--- src/rtl/mul_div_queue_ctrl.sv ---
// Issue-queue control for the shared mul/div unit: tracks slot occupancy and operand
// readiness, issues the oldest ready entry and drives the slot-register load controls.
module mul_div_queue_ctrl #(
   parameter int DEPTH = 4,
   parameter int TAG_W = 6,
   parameter int IDX_W = $clog2(DEPTH)
) (
   input  logic               clk,
   input  logic               rst,
   input  logic               flush,
   input  logic               disp_valid,
   output logic               disp_ready,
   input  logic [TAG_W-1:0]   disp_op1_tag,
   input  logic               disp_op1_valid,
   input  logic [TAG_W-1:0]   disp_op2_tag,
   input  logic               disp_op2_valid,
   input  logic               cdb_valid,
   input  logic [TAG_W-1:0]   cdb_tag,
   output logic               issue_valid,
   input  logic               issue_ready,
   output logic [IDX_W-1:0]   issue_idx,
   output logic [DEPTH-1:0]   slot_we,
   output logic [DEPTH-1:0]   slot_src_disp,
   output logic [DEPTH-1:0]   slot_updt_cmn,
   output logic [DEPTH-1:0]   slot_updt_op1,
   output logic [DEPTH-1:0]   slot_updt_op1_cdb,
   output logic [DEPTH-1:0]   slot_updt_op2,
   output logic [DEPTH-1:0]   slot_updt_op2_cdb,
   output logic [IDX_W:0]     count
);

   logic [DEPTH-1:0]   vld_q, vld_d;
   logic [DEPTH-1:0]   v1_q, v1_d;
   logic [DEPTH-1:0]   v2_q, v2_d;
   logic [TAG_W-1:0]   t1_q [DEPTH];
   logic [TAG_W-1:0]   t1_d [DEPTH];
   logic [TAG_W-1:0]   t2_q [DEPTH];
   logic [TAG_W-1:0]   t2_d [DEPTH];
   logic [IDX_W:0]     count_q, count_d;

   logic [DEPTH-1:0]   rdy_s;
   logic               found_s;
   logic [IDX_W-1:0]   sel_s;
   logic               fire_s;
   logic               dacc_s;
   logic               cdb_ok_s;
   logic               cap1_s, cap2_s;
   logic               mv_s;
   logic [IDX_W:0]     dslot_s;
   int                 dst;

   assign count = count_q;

   always_comb begin
      vld_d             = '0;
      v1_d              = v1_q;
      v2_d              = v2_q;
      t1_d              = t1_q;
      t2_d              = t2_q;
      slot_we           = '0;
      slot_src_disp     = '0;
      slot_updt_cmn     = '0;
      slot_updt_op1     = '0;
      slot_updt_op1_cdb = '0;
      slot_updt_op2     = '0;
      slot_updt_op2_cdb = '0;
      cap1_s            = 1'b0;
      cap2_s            = 1'b0;
      mv_s              = 1'b0;
      dst               = 0;

      rdy_s   = vld_q & v1_q & v2_q;
      found_s = 1'b0;
      sel_s   = '0;
      for (int i = 0; i < DEPTH; i++) begin
         if (!found_s && rdy_s[i]) begin
            found_s = 1'b1;
            sel_s   = IDX_W'(i);
         end
      end
      fire_s     = found_s & issue_ready;
      disp_ready = (count_q < (IDX_W+1)'(DEPTH));
      dacc_s     = disp_valid & disp_ready;
      cdb_ok_s   = cdb_valid & ~flush;

      // Surviving entries shift down past the fired slot; wakeups land on the destination.
      for (int j = 0; j < DEPTH; j++) begin
         if (vld_q[j] && !(fire_s && j == int'(sel_s))) begin
            mv_s       = fire_s && (j > int'(sel_s));
            dst        = mv_s ? j - 1 : j;
            vld_d[dst] = 1'b1;
            t1_d[dst]  = t1_q[j];
            t2_d[dst]  = t2_q[j];
            v1_d[dst]  = v1_q[j];
            v2_d[dst]  = v2_q[j];
            if (mv_s) begin
               slot_we[dst]       = 1'b1;
               slot_updt_cmn[dst] = 1'b1;
               slot_updt_op1[dst] = 1'b1;
               slot_updt_op2[dst] = 1'b1;
            end
            if (cdb_ok_s && !v1_q[j] && t1_q[j] == cdb_tag) begin
               slot_we[dst]           = 1'b1;
               slot_updt_op1[dst]     = 1'b1;
               slot_updt_op1_cdb[dst] = 1'b1;
               v1_d[dst]              = 1'b1;
            end
            if (cdb_ok_s && !v2_q[j] && t2_q[j] == cdb_tag) begin
               slot_we[dst]           = 1'b1;
               slot_updt_op2[dst]     = 1'b1;
               slot_updt_op2_cdb[dst] = 1'b1;
               v2_d[dst]              = 1'b1;
            end
         end
      end

      dslot_s = count_q - (IDX_W+1)'(fire_s);
      if (dacc_s && !flush) begin
         cap1_s = cdb_ok_s & ~disp_op1_valid & (disp_op1_tag == cdb_tag);
         cap2_s = cdb_ok_s & ~disp_op2_valid & (disp_op2_tag == cdb_tag);
         vld_d[dslot_s[IDX_W-1:0]]             = 1'b1;
         t1_d[dslot_s[IDX_W-1:0]]              = disp_op1_tag;
         t2_d[dslot_s[IDX_W-1:0]]              = disp_op2_tag;
         v1_d[dslot_s[IDX_W-1:0]]              = disp_op1_valid | cap1_s;
         v2_d[dslot_s[IDX_W-1:0]]              = disp_op2_valid | cap2_s;
         slot_we[dslot_s[IDX_W-1:0]]           = 1'b1;
         slot_src_disp[dslot_s[IDX_W-1:0]]     = 1'b1;
         slot_updt_cmn[dslot_s[IDX_W-1:0]]     = 1'b1;
         slot_updt_op1[dslot_s[IDX_W-1:0]]     = 1'b1;
         slot_updt_op2[dslot_s[IDX_W-1:0]]     = 1'b1;
         slot_updt_op1_cdb[dslot_s[IDX_W-1:0]] = cap1_s;
         slot_updt_op2_cdb[dslot_s[IDX_W-1:0]] = cap2_s;
      end else begin
         cap1_s = 1'b0;
         cap2_s = 1'b0;
      end

      count_d = count_q + (IDX_W+1)'(dacc_s) - (IDX_W+1)'(fire_s);
      if (flush) begin
         vld_d   = '0;
         count_d = '0;
      end else begin
         vld_d   = vld_d;
      end

      issue_valid = found_s;
      issue_idx   = sel_s;
      // Keep the slot controls quiet while reset is held, whatever the inputs do.
      if (!rst) begin
         issue_valid       = 1'b0;
         issue_idx         = '0;
         slot_we           = '0;
         slot_src_disp     = '0;
         slot_updt_cmn     = '0;
         slot_updt_op1     = '0;
         slot_updt_op1_cdb = '0;
         slot_updt_op2     = '0;
         slot_updt_op2_cdb = '0;
      end else begin
         issue_idx         = sel_s;
      end
   end

   always_ff @(posedge clk or negedge rst) begin
      if (!rst) begin
         vld_q   <= '0;
         v1_q    <= '0;
         v2_q    <= '0;
         count_q <= '0;
         for (int i = 0; i < DEPTH; i++) begin
            t1_q[i] <= '0;
            t2_q[i] <= '0;
         end
      end else begin
         vld_q   <= vld_d;
         v1_q    <= v1_d;
         v2_q    <= v2_d;
         count_q <= count_d;
         for (int i = 0; i < DEPTH; i++) begin
            t1_q[i] <= t1_d[i];
            t2_q[i] <= t2_d[i];
         end
      end
   end

endmodule

--- config.mk ---
export PLATFORM = sky130hd
export DESIGN_NAME = mul_div_queue_ctrl
export DESIGN_NICKNAME = d
export VERILOG_FILES = /design/src/rtl/mul_div_queue_ctrl.sv
export SDC_FILE = /design/constraint.sdc
export NUM_CORES = 1
export LEC_CHECK = 0
export ABC_AREA = 1
export CORE_ASPECT_RATIO = 0.6
export CORE_MARGIN = 2
export CORE_UTILIZATION = 40
export DETAILED_ROUTE_END_ITERATION = 10
export PLACE_DENSITY = 0.7
export RECOVER_POWER = 50
export SLEW_MARGIN = 20
export SYNTH_ARGS = -nofsm -noshare
export SYNTH_HDL_FRONTEND = slang
export SYNTH_SLANG_ARGS = --single-unit
--- constraint.sdc ---
create_clock -name clk -period 5 [get_ports clk]
set_input_delay 1.25 -clock clk [delete_from_list [all_inputs] [get_ports clk]]
set_output_delay 1.25 -clock clk [all_outputs]
set_load 0.01 [all_outputs]
==> metrics.csv, run 1 <==
stage,metric,value,unit
outcome,outcome,"finished, final reports clean",
logic_synthesis,"Seq/Total Area, Yosys",35.13,%
critical_path,Bufs and invs on worst path,3,
place,hpwl dp,11.77,mm
die,die width,140.8,um
place,Post-Place Worst Slack,0.1279,ns
route,Antenna Nets Post-Route,0,
route,routed length per instance,17.12,um
layout,P&R area growth vs syn,26.09,%
place,number of port buffers,60,
sta,Slew @ Worst Pin,1.334,ns
clock_tree,"Clk pin slew, worst setup/hold paths",0.05,ns
logic_synthesis,syn_nets,697,
critical_path,"Arr. time, crit path",3.60,ns
critical_path,Crit path depth,10,
place,placed inst area,5315,um^2
clock_tree,Sink Count,63,
route,vias per cell,5.435,
critical_path,Setup crit end kind,primary output,
route,via count,4810,
critical_path,R2R Path Start,vld_q[0]$_DFF_PN0_,
power,Peak VDD IR,0.2597,mV
job,max-cap viol count,0,
layout,layout cells sized above 1,9.383,%
logic_synthesis,"EDFF count, synth",0,
sta,minimum clock period after layout,4.851,ns
power,Power Total,2.532,mW
critical_path,cell seen most often among critical-path stages,clkdlybuf4s50_1,
critical_path,R2R cell count,11,
power,pwr/cell area,447.5,nW/um^2
layout,fillers,1021,
layout,Nets,771,
sta,Max Clock Freq,0.2061,GHz
critical_path,Setup CP Type,in2out,
logic_synthesis,Syn Area/Cell,6.729,um^2
global_route,first-pass GRT wire length,23.99,mm
critical_path,Critical Path Source,issue_ready,
critical_path,Reg-to-Reg End,t2_q[10]$_DFF_PN0_,
sta,Fin Clk Skew,0.004717,ns
die,IO Pins,61,
global_route,GRT Residual Overflow,0,
clock_tree,Post-CTS Repair Setup Buffers,0,
global_route,largest net degree at the start of global routing,31,
critical_path,CP required,3.75,ns
die,Vert. Die Dim,86.05,um
die,row count,29,
clock_tree,Root Buffer,clkbuf_16,
clock_tree,CTS max path bufs,2,
critical_path,critical path startpoint category,input pin,
route,WL final,15.15,mm
critical_path,worst-path maximum fanout,5,
die,core area,10740,um^2
logic_synthesis,synth warn,0,
route,DRC Markers,0,
hold_path,worst hold-check path type,reg2reg,
clock_tree,H-Tree Depth,3,
die,die area,12110,um^2
sta,Final WS setup,0.1486,ns
layout,final instance area,5659,um^2
hold_path,worst hold stages,2,
die,initial core utilization,41.79,%
sta,RSZ-0062 raised after global routing,no,
clock_tree,CTS tree,yes,
logic_synthesis,Syn Inst Count,667,
sta,fin crit share,97.03,%
logic_synthesis,Async SR Flop Fraction,100.0,%
sta,final hold vios,0,
critical_path,r2r setup slk,1.87,ns
route,TritonRoute pass-1 iters,5,
logic_synthesis,post-synthesis cell type count,33,
sta,TNS Setup,0,ns
critical_path,CP endpoint,slot_updt_op2_cdb[0],
clock_tree,Clock Latency Late Sink,0.34,ns
sta,slew margin rel.,11.04,%
layout,# diodes,0,
critical_path,cell family with most CP delay,buffers and inverters,
critical_path,"slowest stage cell, crit path",clkdlybuf4s50_1,
clock_tree,TritonCTS Buffers,9,
critical_path,Worst path max stage delay,0.56,ns
global_route,vias in the first global route,4473,
global_route,initial antenna violation count,0,
route,Iter 0 DRT Violations,658,
sta,fin. max-slew vios,0,
critical_path,crit-path cells,"clkdlybuf4s50_1, nand2_2, inv_1, ha_1, xnor2_2, nand3_2, a21oi_2, o21ai_1, a22oi_2, clkdlybuf4s50_1",
logic_synthesis,synthesis-stage register bit count,63,
sta,Final Setup Violations,0,
global_route,Total GRT Usage,25.69,%
logic_synthesis,Mapped Area,4488,um^2
power,leak pwr,2.806,nW
logic_synthesis,most common flop cell mapped by yosys,dfrtp_1,
place,Placer Congestion,1.014,
how the worst min path moves through the flow:
stage,start,to,slack (ns)
3_5_place_dp,t2_q[4]$_DFFE_PN0P_,t2_q[4]$_DFFE_PN0P_,0.53
6_report,t1_q[4]$_DFFE_PN0P_,t1_q[4]$_DFFE_PN0P_,0.54
2_1_floorplan,t2_q[1]$_DFFE_PN0P_,t2_q[1]$_DFFE_PN0P_,0.48
4_1_cts,t2_q[4]$_DFFE_PN0P_,t2_q[4]$_DFFE_PN0P_,0.54
3_3_place_gp,t2_q[1]$_DFFE_PN0P_,t2_q[1]$_DFFE_PN0P_,0.50
5_1_grt,t1_q[4]$_DFFE_PN0P_,t1_q[4]$_DFFE_PN0P_,0.57
per-layer routing:
layer / global-route usage [%] / up-vias / part of all wire (%)
li1: - / 2287 / -
met1: 38.31 / 2246 / 47
met2: 35.39 / 266 / 39
met3: 9.269 / 11 / 13
met4: 5.364 / 0 / 0.77
met5: 0 / - / 0
cells by family after synthesis:
group	share of synthesized area, %
adders and majority gates	1.283
buffers and inverters	11.18
DFF	35.13
AOI/OAI and AO/OA	15.61
and+or+nand+nor	31.17
xor gates and xnor gates	5.632
where the power goes:
group	internal [mW]	switching (mW)
Combinational	0.374	0.507
Sequential	0.715	0.205
Clock	0.498	0.233
Total	1.59	0.945
synthesized netlist by cell type (all sizes together) (8+ instances only):
cell type | count | area (um^2)
a21oi | 31 | 155.2
buf | 23 | 168.9
dfrtp | 63 | 1577
inv | 83 | 314.1
nand2 | 170 | 640.6
nand3 | 31 | 187.7
nand4 | 17 | 106.4
nor2 | 96 | 367.8
nor3 | 8 | 51.30
o21ai | 75 | 375.4
o22ai | 22 | 137.6
xnor2 | 15 | 138.9
xor2 | 13 | 113.9
registers in the layout, indices dropped and copies added (netlist names):
name	flops
t1_q	24
t2_q	24
v1_q	4
v2_q	4
vld_q	4
count	3
placed cells by master, fill, tap and decap left out, types with 2 or more instances in the layout:
cell type	count
nand3_2	4
nor2_1	95
clkbuf_16	9
nor3_1	7
xor2_1	13
inv_2	5
clkbuf_1	4
clkdlybuf4s50_1	55
dlygate4sd3_1	4
inv_1	77
xnor2_1	14
or2_2	6
nand4_1	17
a21oi_2	2
buf_4	26
ha_1	3
nand3_1	26
nand2_1	167
o21ai_0	68
a21oi_1	29
dfrtp_1	63
a31oi_1	2
clkinv_2	2
o22ai_1	22
o21ai_1	7
bufinv_16	3
nand2_2	3
tightest hold or removal path, cell delays in order (launching register included):
cell	delay (ns)
dfrtp_1	0.38
nand2_1	0.06
o21ai_0	0.06
timing repair:
action	in CTS	in global routing
hold buffers	0	0
setup endpoints to repair	0	6
gates resized for setup	0	5
metrics by stage:
step	hold WS [ns]	util, %	std cells
finish	0.5443	52.69	885
detailed placement	0.5299	49.49	869
global route	0.5697	52.69	885
floorplan	0.4835	-	667
global placement	0.5045	49.49	869
CTS	0.5424	52.71	885
final cells by class:
cell class	count	area, um^2	share of cell area [%]
multi-input combinational	493	2422	42.80
sequential	63	1577	27.86
timing repair buffer	91	825.8	14.59
inverter	83	314.1	5.549
clock buffer	10	239.0	4.223
tap	139	173.9	3.073
clock inverter	6	107.6	1.901
(Power assumes the default switching activity.)
==> inputs of run 2 (changes only) <==
--- a/config.mk
+++ b/config.mk
@@ -8,10 +8,12 @@
 export ABC_AREA = 1
 export CORE_ASPECT_RATIO = 0.6
 export CORE_MARGIN = 2
-export CORE_UTILIZATION = 40
+export CORE_UTILIZATION = 60
 export DETAILED_ROUTE_END_ITERATION = 10
-export PLACE_DENSITY = 0.7
+export PLACE_DENSITY = 0.95
 export RECOVER_POWER = 50
+export REMOVE_ABC_BUFFERS = 1
+export SKIP_LAST_GASP = 1
 export SLEW_MARGIN = 20
 export SYNTH_ARGS = -nofsm -noshare
 export SYNTH_HDL_FRONTEND = slang
==> run 2 against run 1 <==
Compared with the run above:
- the flow now finishes with violations (capacitance limit, slew limit)
- utilization rose by 24 points
- die area fell by 32%
- cell count fell by 4.0%
- highest routed layer unchanged
- clock-buffer cell count rose by 4
- total power rose by 0.58%
- clock skew rose by 0.0030 ns
- non-clock buffer count did not move
- worst setup slack got worse by 0.081 ns
- sequential cell count did not move
- sequential share of layout area rose by 0.26 points
- critical endpoint is now slot_updt_op1_cdb[0]
- register-to-register slack improved by 0.09 ns
- global-route usage rose by 13 points
==> metrics.csv, run 2 (same netlist as run 1, synthesis figures left out) <==
stage,metric,value,unit,change
outcome,outcome,"finished, violations left",,
outcome,failing checks,"capacitance limit, slew limit",,
layout,layout cells sized above 1,9.383,%,unchanged
power,leak pwr,2.823,nW,+0.63%
global_route,vias in the first global route,4661,,+4.2%
clock_tree,cts-stage hold buffer count,0,,unchanged
route,routed length per instance,18.00,um,+5.1%
sta,Final Setup Violations,0,,unchanged
global_route,largest net degree at the start of global routing,39,,+26%
sta,final hold vios,0,,unchanged
critical_path,CP required,3.75,ns,about the same
clock_tree,"Clk pin slew, worst setup/hold paths",0.05,ns,about the same
sta,TNS Setup,0,ns,unchanged
layout,Sequential Area,1577,um^2,unchanged
place,number of port buffers,60,,unchanged
power,Comb power frac,35.3,%,+0.5 points
power,switch share,38.12,%,+0.79 points
critical_path,critical path startpoint category,input pin,,
critical_path,"Arr. time, crit path",3.68,ns,+0.08 ns
clock_tree,Clock Latency Late Sink,0.35,ns,about the same
layout,Top Registers,"t1_q: 24 flops, t2_q: 24 flops",,
power,Power Total,2.547,mW,+0.58%
layout,fillers,569,,-44%
layout,final non-filler cell total,850,,-4.0%
global_route,first-pass GRT wire length,24.19,mm,+0.83%
place,placed cells,834,,-4.0%
layout,Nets,771,,unchanged
clock_tree,CTS tree,yes,,
die,initial core utilization,61.76,%,+20 points
sta,Slew @ Worst Pin,2.175,ns,+0.8408 ns
place,Placer Congestion,1.022,,+0.84%
layout,# diodes,0,,unchanged
global_route,Total GRT Usage,38.87,%,+13 points
layout,area of the multi-input gates,2420,um^2,-0.10%
layout,most frequent cells in the layout,"nand2_1 (167), nor2_1 (95), inv_1 (76), o21ai_0 (67), dfrtp_1 (63)",,
route,TritonRoute pass-1 iters,9,,+4
route,WL final,15.30,mm,+0.97%
critical_path,Worst path max stage delay,0.56,ns,about the same
place,placed inst area,5259,um^2,-1.1%
critical_path,"slowest stage cell, crit path",clkdlybuf4s50_1,,
job,max-cap viol count,1,,+1
layout,P&R area growth vs syn,24.92,%,
critical_path,worst-path maximum fanout,7,,+2
sta,fin crit share,98.66,%,+1.6 points
hold_path,worst hold-check path type,reg2reg,,
clock_tree,H-Tree Depth,3,,unchanged
critical_path,Setup CP Type,in2out,,
place,hpwl dp,11.37,mm,-3.4%
power,Sequential Power Share,36.4,%,about the same
clock_tree,Sink Count,63,,unchanged
die,IO Pins,61,,unchanged
global_route,initial antenna violation count,0,,unchanged
power,Peak VDD IR,0.3152,mV,+21%
route,via count,5137,,+6.8%
sta,Fin Clk Skew,0.007757,ns,+0.003041 ns
die,Vert. Die Dim,70.99,um,-18%
power,Int Power,1.576,mW,-0.68%
place,Post-Place Worst Slack,0.003849,ns,-0.1241 ns
clock_tree,Root Buffer,clkbuf_16,,
die,die width,115.7,um,-18%
power,Sw Pwr,0.9709,mW,+2.7%
route,DRC Markers,0,,unchanged
sta,Final WS setup,0.06711,ns,-0.08146 ns
layout,"leading cell type in the layout, fill and taps excluded",nand2_1,,
route,Antenna Nets Post-Route,0,,unchanged
sta,slew margin rel.,-45.01,%,-56 points
critical_path,crit-path cells,"clkdlybuf4s50_1, buf_4, buf_4, nand2_1, nand4_1, nor3_2, o21ai_0, a21oi_1, clkdlybuf4s50_1",,
clock_tree,TritonCTS Buffers,9,,unchanged
power,clock share of power,28.4,%,-0.5 points
die,core area,7267,um^2,-32%
sta,fin. max-slew vios,39,,+39
layout,final instance area,5607,um^2,-0.93%
global_route,GRT Residual Overflow,0,,unchanged
route,Iter 0 DRT Violations,712,,+8.2%
sta,Max Clock Freq,0.2027,GHz,-1.7%
die,die area,8210,um^2,-32%
sta,minimum clock period after layout,4.933,ns,+0.08146 ns
sta,Hold Slack,0.5447,ns,+0.0004360 ns
critical_path,Setup crit end kind,primary output,,
die,row count,24,,-17%
route,vias per cell,6.044,,+11%
sta,RSZ-0062 raised after global routing,no,,
clock_tree,CTS max path bufs,2,,unchanged
power,pwr/cell area,454.3,nW/um^2,+1.5%
layout,fin util,77.15,%,+24 points
[run 2: final timing paths]
check                      depth (start not counted)              endpoint                 from  slack (ns)
setup / recovery                                   9  slot_updt_op1_cdb[0]           cdb_tag[0]        0.07
hold / removal                                     2   t2_q[4]$_DFFE_PN0P_  t2_q[4]$_DFFE_PN0P_        0.54
setup reg to reg                                  10    t1_q[18]$_DFF_PN0_   vld_q[0]$_DFF_PN0_        1.96
hold reg to reg                                    2   t2_q[4]$_DFFE_PN0P_  t2_q[4]$_DFFE_PN0P_        0.54
max in group asynchronous                          3    t2_q[11]$_DFF_PN0_                  rst        1.68
min in group asynchronous                          2    count[1]$_DFF_PN0_                  rst        0.98
[run 2: critical path: cells and delay by family]
kind | cells | cell delay, ns
AND/OR/NAND/NOR | 3 | 0.61
buffers and inverters | 4 | 1.45
AO/OA/AOI/OAI | 2 | 0.38
[run 2: layout make-up]
type	count	share of cell area, %
well taps	104	2.321
flip-flops and latches	63	28.12
clock inverters	2	1.071
clock buffers	14	5.066
repair buffers	91	14.66
multi-input cells	493	43.16
inverters	83	5.601
[run 2: repair_timing]
item                                    in CTS  in global routing
resized for setup                            0                  5
endpoints found under the setup margin       0                  4
buffers inserted                             0                  0
[run 2: routing by layer]
metal	track usage (%)	up-vias	part of all wire [%]
met1	57.77	2364	41
met4	8.862	0	2.0
met5	0	-	0
li1	-	2291	-
met3	13.45	49	15
met2	54.84	433	41
[run 2: power by group through the flow]
stage	sequential (mW)	combinational [mW]	clock [mW]
5_1_grt	0.943	1.00	0.746
4_1_cts	0.912	0.883	0.718
2_1_floorplan	0.853	0.604	0
3_3_place_gp	0.904	0.832	0
3_5_place_dp	0.917	0.865	0
6_report	0.927	0.898	0.722
==> inputs of run 3 (changes only) <==
--- a/config.mk
+++ b/config.mk
@@ -5,10 +5,10 @@
 export SDC_FILE = /design/constraint.sdc
 export NUM_CORES = 1
 export LEC_CHECK = 0
-export ABC_AREA = 1
+export ABC_AREA = 0
 export CORE_ASPECT_RATIO = 0.6
 export CORE_MARGIN = 2
-export CORE_UTILIZATION = 60
+export CORE_UTILIZATION = 59
 export DETAILED_ROUTE_END_ITERATION = 10
 export PLACE_DENSITY = 0.95
 export RECOVER_POWER = 50
==> run 3 against run 2 <==
Compared with the run above:
- sequential share of layout area rose by 1.0 points
- sequential cell count did not move
- via count fell by 14%
- critical path type unchanged
- the run ends with capacitance limit, slew limit, setup timing left
- global-route usage fell by 0.87 points
- highest routed layer unchanged
- clock-buffer cell count fell by 5
- first-iteration DRC count fell by 26%
- design area fell by 3.5%
- synthesized area fell by 8.6%
==> metrics.csv, run 3 <==
stage,metric,value,unit,change
logic_synthesis,synth warn,0,,unchanged
sta,fin. max-slew vios,29,,-26%
place,Placer Congestion,1.043,,+2.0%
layout,P&R area growth vs syn,31.86,%,
logic_synthesis,top-count cell post-synth,nand2_1,,
clock_tree,TritonCTS Buffers,9,,unchanged
global_route,first-pass GRT wire length,21.78,mm,-10%
route,Antenna Nets Post-Route,0,,unchanged
clock_tree,CTS tree,yes,,
route,TritonRoute pass-1 iters,7,,-2
die,IO Pins,61,,unchanged
logic_synthesis,Syn Area/Cell,8.393,um^2,+25%
critical_path,cell seen most often among critical-path stages,clkdlybuf4s50_1,,
logic_synthesis,"Seq/Total Area, Yosys",38.41,%,+3.3 points
logic_synthesis,dominant cell type by area after synthesis,dfrtp_1,,
global_route,largest net degree at the start of global routing,30,,-23%
outcome,outcome,"finished, violations left",,
place,placed inst area,4975,um^2,-5.4%
die,initial core utilization,61.21,%,-0.55 points
clock_tree,cts-stage hold buffer count,0,,unchanged
die,die width,111.7,um,-3.4%
clock_tree,Sink Count,63,,unchanged
logic_synthesis,synth cell count leaders,"nand2_1 (101), dfrtp_1 (63), xnor2_1 (44)",,
sta,Max Clock Freq,0.1999,GHz,-1.4%
clock_tree,H-Tree Depth,3,,unchanged
die,die area,7661,um^2,-6.7%
global_route,Total GRT Usage,38.00,%,-0.87 points
global_route,vias in the first global route,4069,,-13%
outcome,failing checks,"capacitance limit, slew limit, setup timing",,
sta,Final WS setup,-0.003599,ns,-0.07071 ns
sta,slew margin rel.,-3.986,%,+41 points
logic_synthesis,post-synth top area share,38.41,%,+3.3 points
sta,TNS Setup,-0.003599,ns,-0.003599 ns
critical_path,Setup CP Type,in2out,,
critical_path,Bufs and invs on worst path,2,,-2
place,hpwl dp,10.27,mm,-9.7%
global_route,GRT Residual Overflow,0,,unchanged
power,Peak VDD IR,0.3406,mV,+8.1%
logic_synthesis,"EDFF count, synth",0,,unchanged
place,number of port buffers,60,,unchanged
critical_path,crit-path cells,"clkdlybuf4s50_1, a21boi_2, ha_1, xor2_1, or2_4, o41ai_2, nor3_1, nor2_1, clkdlybuf4s50_1",,
job,max-cap viol count,1,,unchanged
critical_path,Worst path max stage delay,0.51,ns,-0.05 ns
route,vias per cell,6.645,,+9.9%
clock_tree,Root Buffer,clkbuf_16,,
layout,final instance area,5411,um^2,-3.5%
critical_path,cell family with most CP delay,buffers and inverters,,
logic_synthesis,Async SR Flop Fraction,100.0,%,unchanged
logic_synthesis,Mapped Area,4104,um^2,-8.6%
die,core area,6705,um^2,-7.7%
sta,final hold vios,0,,unchanged
route,Iter 0 DRT Violations,530,,-26%
route,DRC Markers,0,,unchanged
power,leak pwr,2.359,nW,-16%
route,via count,4412,,-14%
route,WL final,14.60,mm,-4.6%
route,routed length per instance,21.98,um,+22%
critical_path,Setup crit end kind,primary output,,
die,row count,23,,-4.2%
global_route,initial antenna violation count,0,,unchanged
critical_path,"Arr. time, crit path",3.75,ns,+0.07 ns
layout,Nets,602,,-22%
place,Post-Place Worst Slack,-0.1261,ns,-0.1300 ns
logic_synthesis,most common flop cell mapped by yosys,dfrtp_1,,
layout,# diodes,0,,unchanged
hold_path,worst hold-check path type,reg2reg,,
critical_path,critical path startpoint category,input pin,,
layout,layout cells sized above 1,13.00,%,+3.6 points
sta,Fin Clk Skew,0.008953,ns,+0.001196 ns
layout,"leading cell type in the layout, fill and taps excluded",nand2_1,,
logic_synthesis,post-synthesis cell type count,50,,+52%
clock_tree,"Clk pin slew, worst setup/hold paths",0.05,ns,about the same
logic_synthesis,Syn Inst Count,489,,-27%
logic_synthesis,"top cells by area, synth","dfrtp_1 (38%), xnor2_1 (9.4%), nand2_1 (9.2%)",,
layout,Top Registers,"t1_q: 24 flops, t2_q: 24 flops",,
power,pwr/cell area,473.9,nW/um^2,+4.3%
critical_path,CP required,3.75,ns,about the same
logic_synthesis,synthesis-stage register bit count,63,,unchanged
sta,fin crit share,100.1,%,+1.4 points
clock_tree,Clock Latency Late Sink,0.34,ns,about the same
sta,Final Setup Violations,1,,+1
layout,most frequent cells in the layout,"nand2_1 (100), dfrtp_1 (63), clkdlybuf4s50_1 (51), xnor2_1 (43), buf_4 (37)",,
sta,Slew @ Worst Pin,1.560,ns,-0.6154 ns
sta,minimum clock period after layout,5.004,ns,+0.07071 ns
critical_path,"slowest stage cell, crit path",clkdlybuf4s50_1,,
critical_path,worst-path maximum fanout,7,,unchanged
clock_tree,CTS max path bufs,2,,unchanged
die,Vert. Die Dim,68.60,um,-3.4%
==> run 3: cell types whose count changed after synthesis, sizes merged, moves of 25 or more <==
cell   delta
mux2i    +25
nand2    -69
o21ai    -43
xnor2    +29
nor2     -57
inv      -71
==> run 3: tightest hold or removal path, cell delays in order, from the launching register on <==
cell and delay [ns]:
dfrtp_1 0.38, nand2_1 0.06, nand2_1 0.06
==> run 3: metrics by stage <==
step	power [mW]	hold slack, ns	std cells	utilization, %
after detailed placement	1.754	0.5142	646	74.19
after floorplan	1.420	0.4870	461	-
final	2.565	0.5338	664	80.71
after global placement	1.678	0.4990	646	74.19
after global routing	2.670	0.5400	664	80.71
after CTS	2.494	0.5265	662	79.38
==> run 3: cells by family after synthesis <==
kind of cell / synth area share, %
simple gates: 22.32
compound gates: 13.81
xor+xnor: 13.66
flops: 38.41
buf+inv: 4.298
mux: 6.098
fa+ha+maj: 1.403
==> run 3: final timing paths <==
path,startpoint,slack [ns],cells past startpoint,endpoint
setup / recovery,issue_ready,-0.004,9,slot_we[0]
hold / removal,t2_q[0]$_DFFE_PN0P_,0.53,2,t2_q[0]$_DFFE_PN0P_
setup reg to reg,v2_q[1]$_DFF_PN0_,1.80,11,v1_q[0]$_DFF_PN0_
hold reg to reg,t2_q[0]$_DFFE_PN0P_,0.53,2,t2_q[0]$_DFFE_PN0P_
max in group asynchronous,rst,1.93,3,t2_q[0]$_DFFE_PN0P_
min in group asynchronous,rst,0.84,1,v2_q[0]$_DFF_PN0_
==> run 3: repair_timing <==
item                       4_1_cts  5_1_grt
buffers inserted                 0        2
setup endpoints to repair       10       20
resized for setup                3       20
pin swaps                        0        2
==> run 3: cell type report <==
cell class              count  area (um^2)
clock buffers               9        225.2
clock inverters             7        121.4
fillers                   432         1294
inverters                  12        45.04
multi-input cells         386         2412
flip-flops and latches     63         1577
well taps                  87        108.9
repair buffers            100        922.1
==> run 3: where the power goes <==
part	internal, mW	switching, mW
Combinational	0.398	0.437
Clock	0.487	0.239
Sequential	0.730	0.273
Total	1.62	0.949
==> run 3: per-layer routing <==
| layer | vias up | part of all wire (%) | track usage, % |
|---|---|---|---|
| met3 | 87 | 16 | 13.11 |
| met5 | - | 0 | 0 |
| met2 | 423 | 42 | 58.56 |
| met1 | 2057 | 37 | 50.67 |
| li1 | 1845 | - | - |
| met4 | 0 | 4.5 | 13.89 |
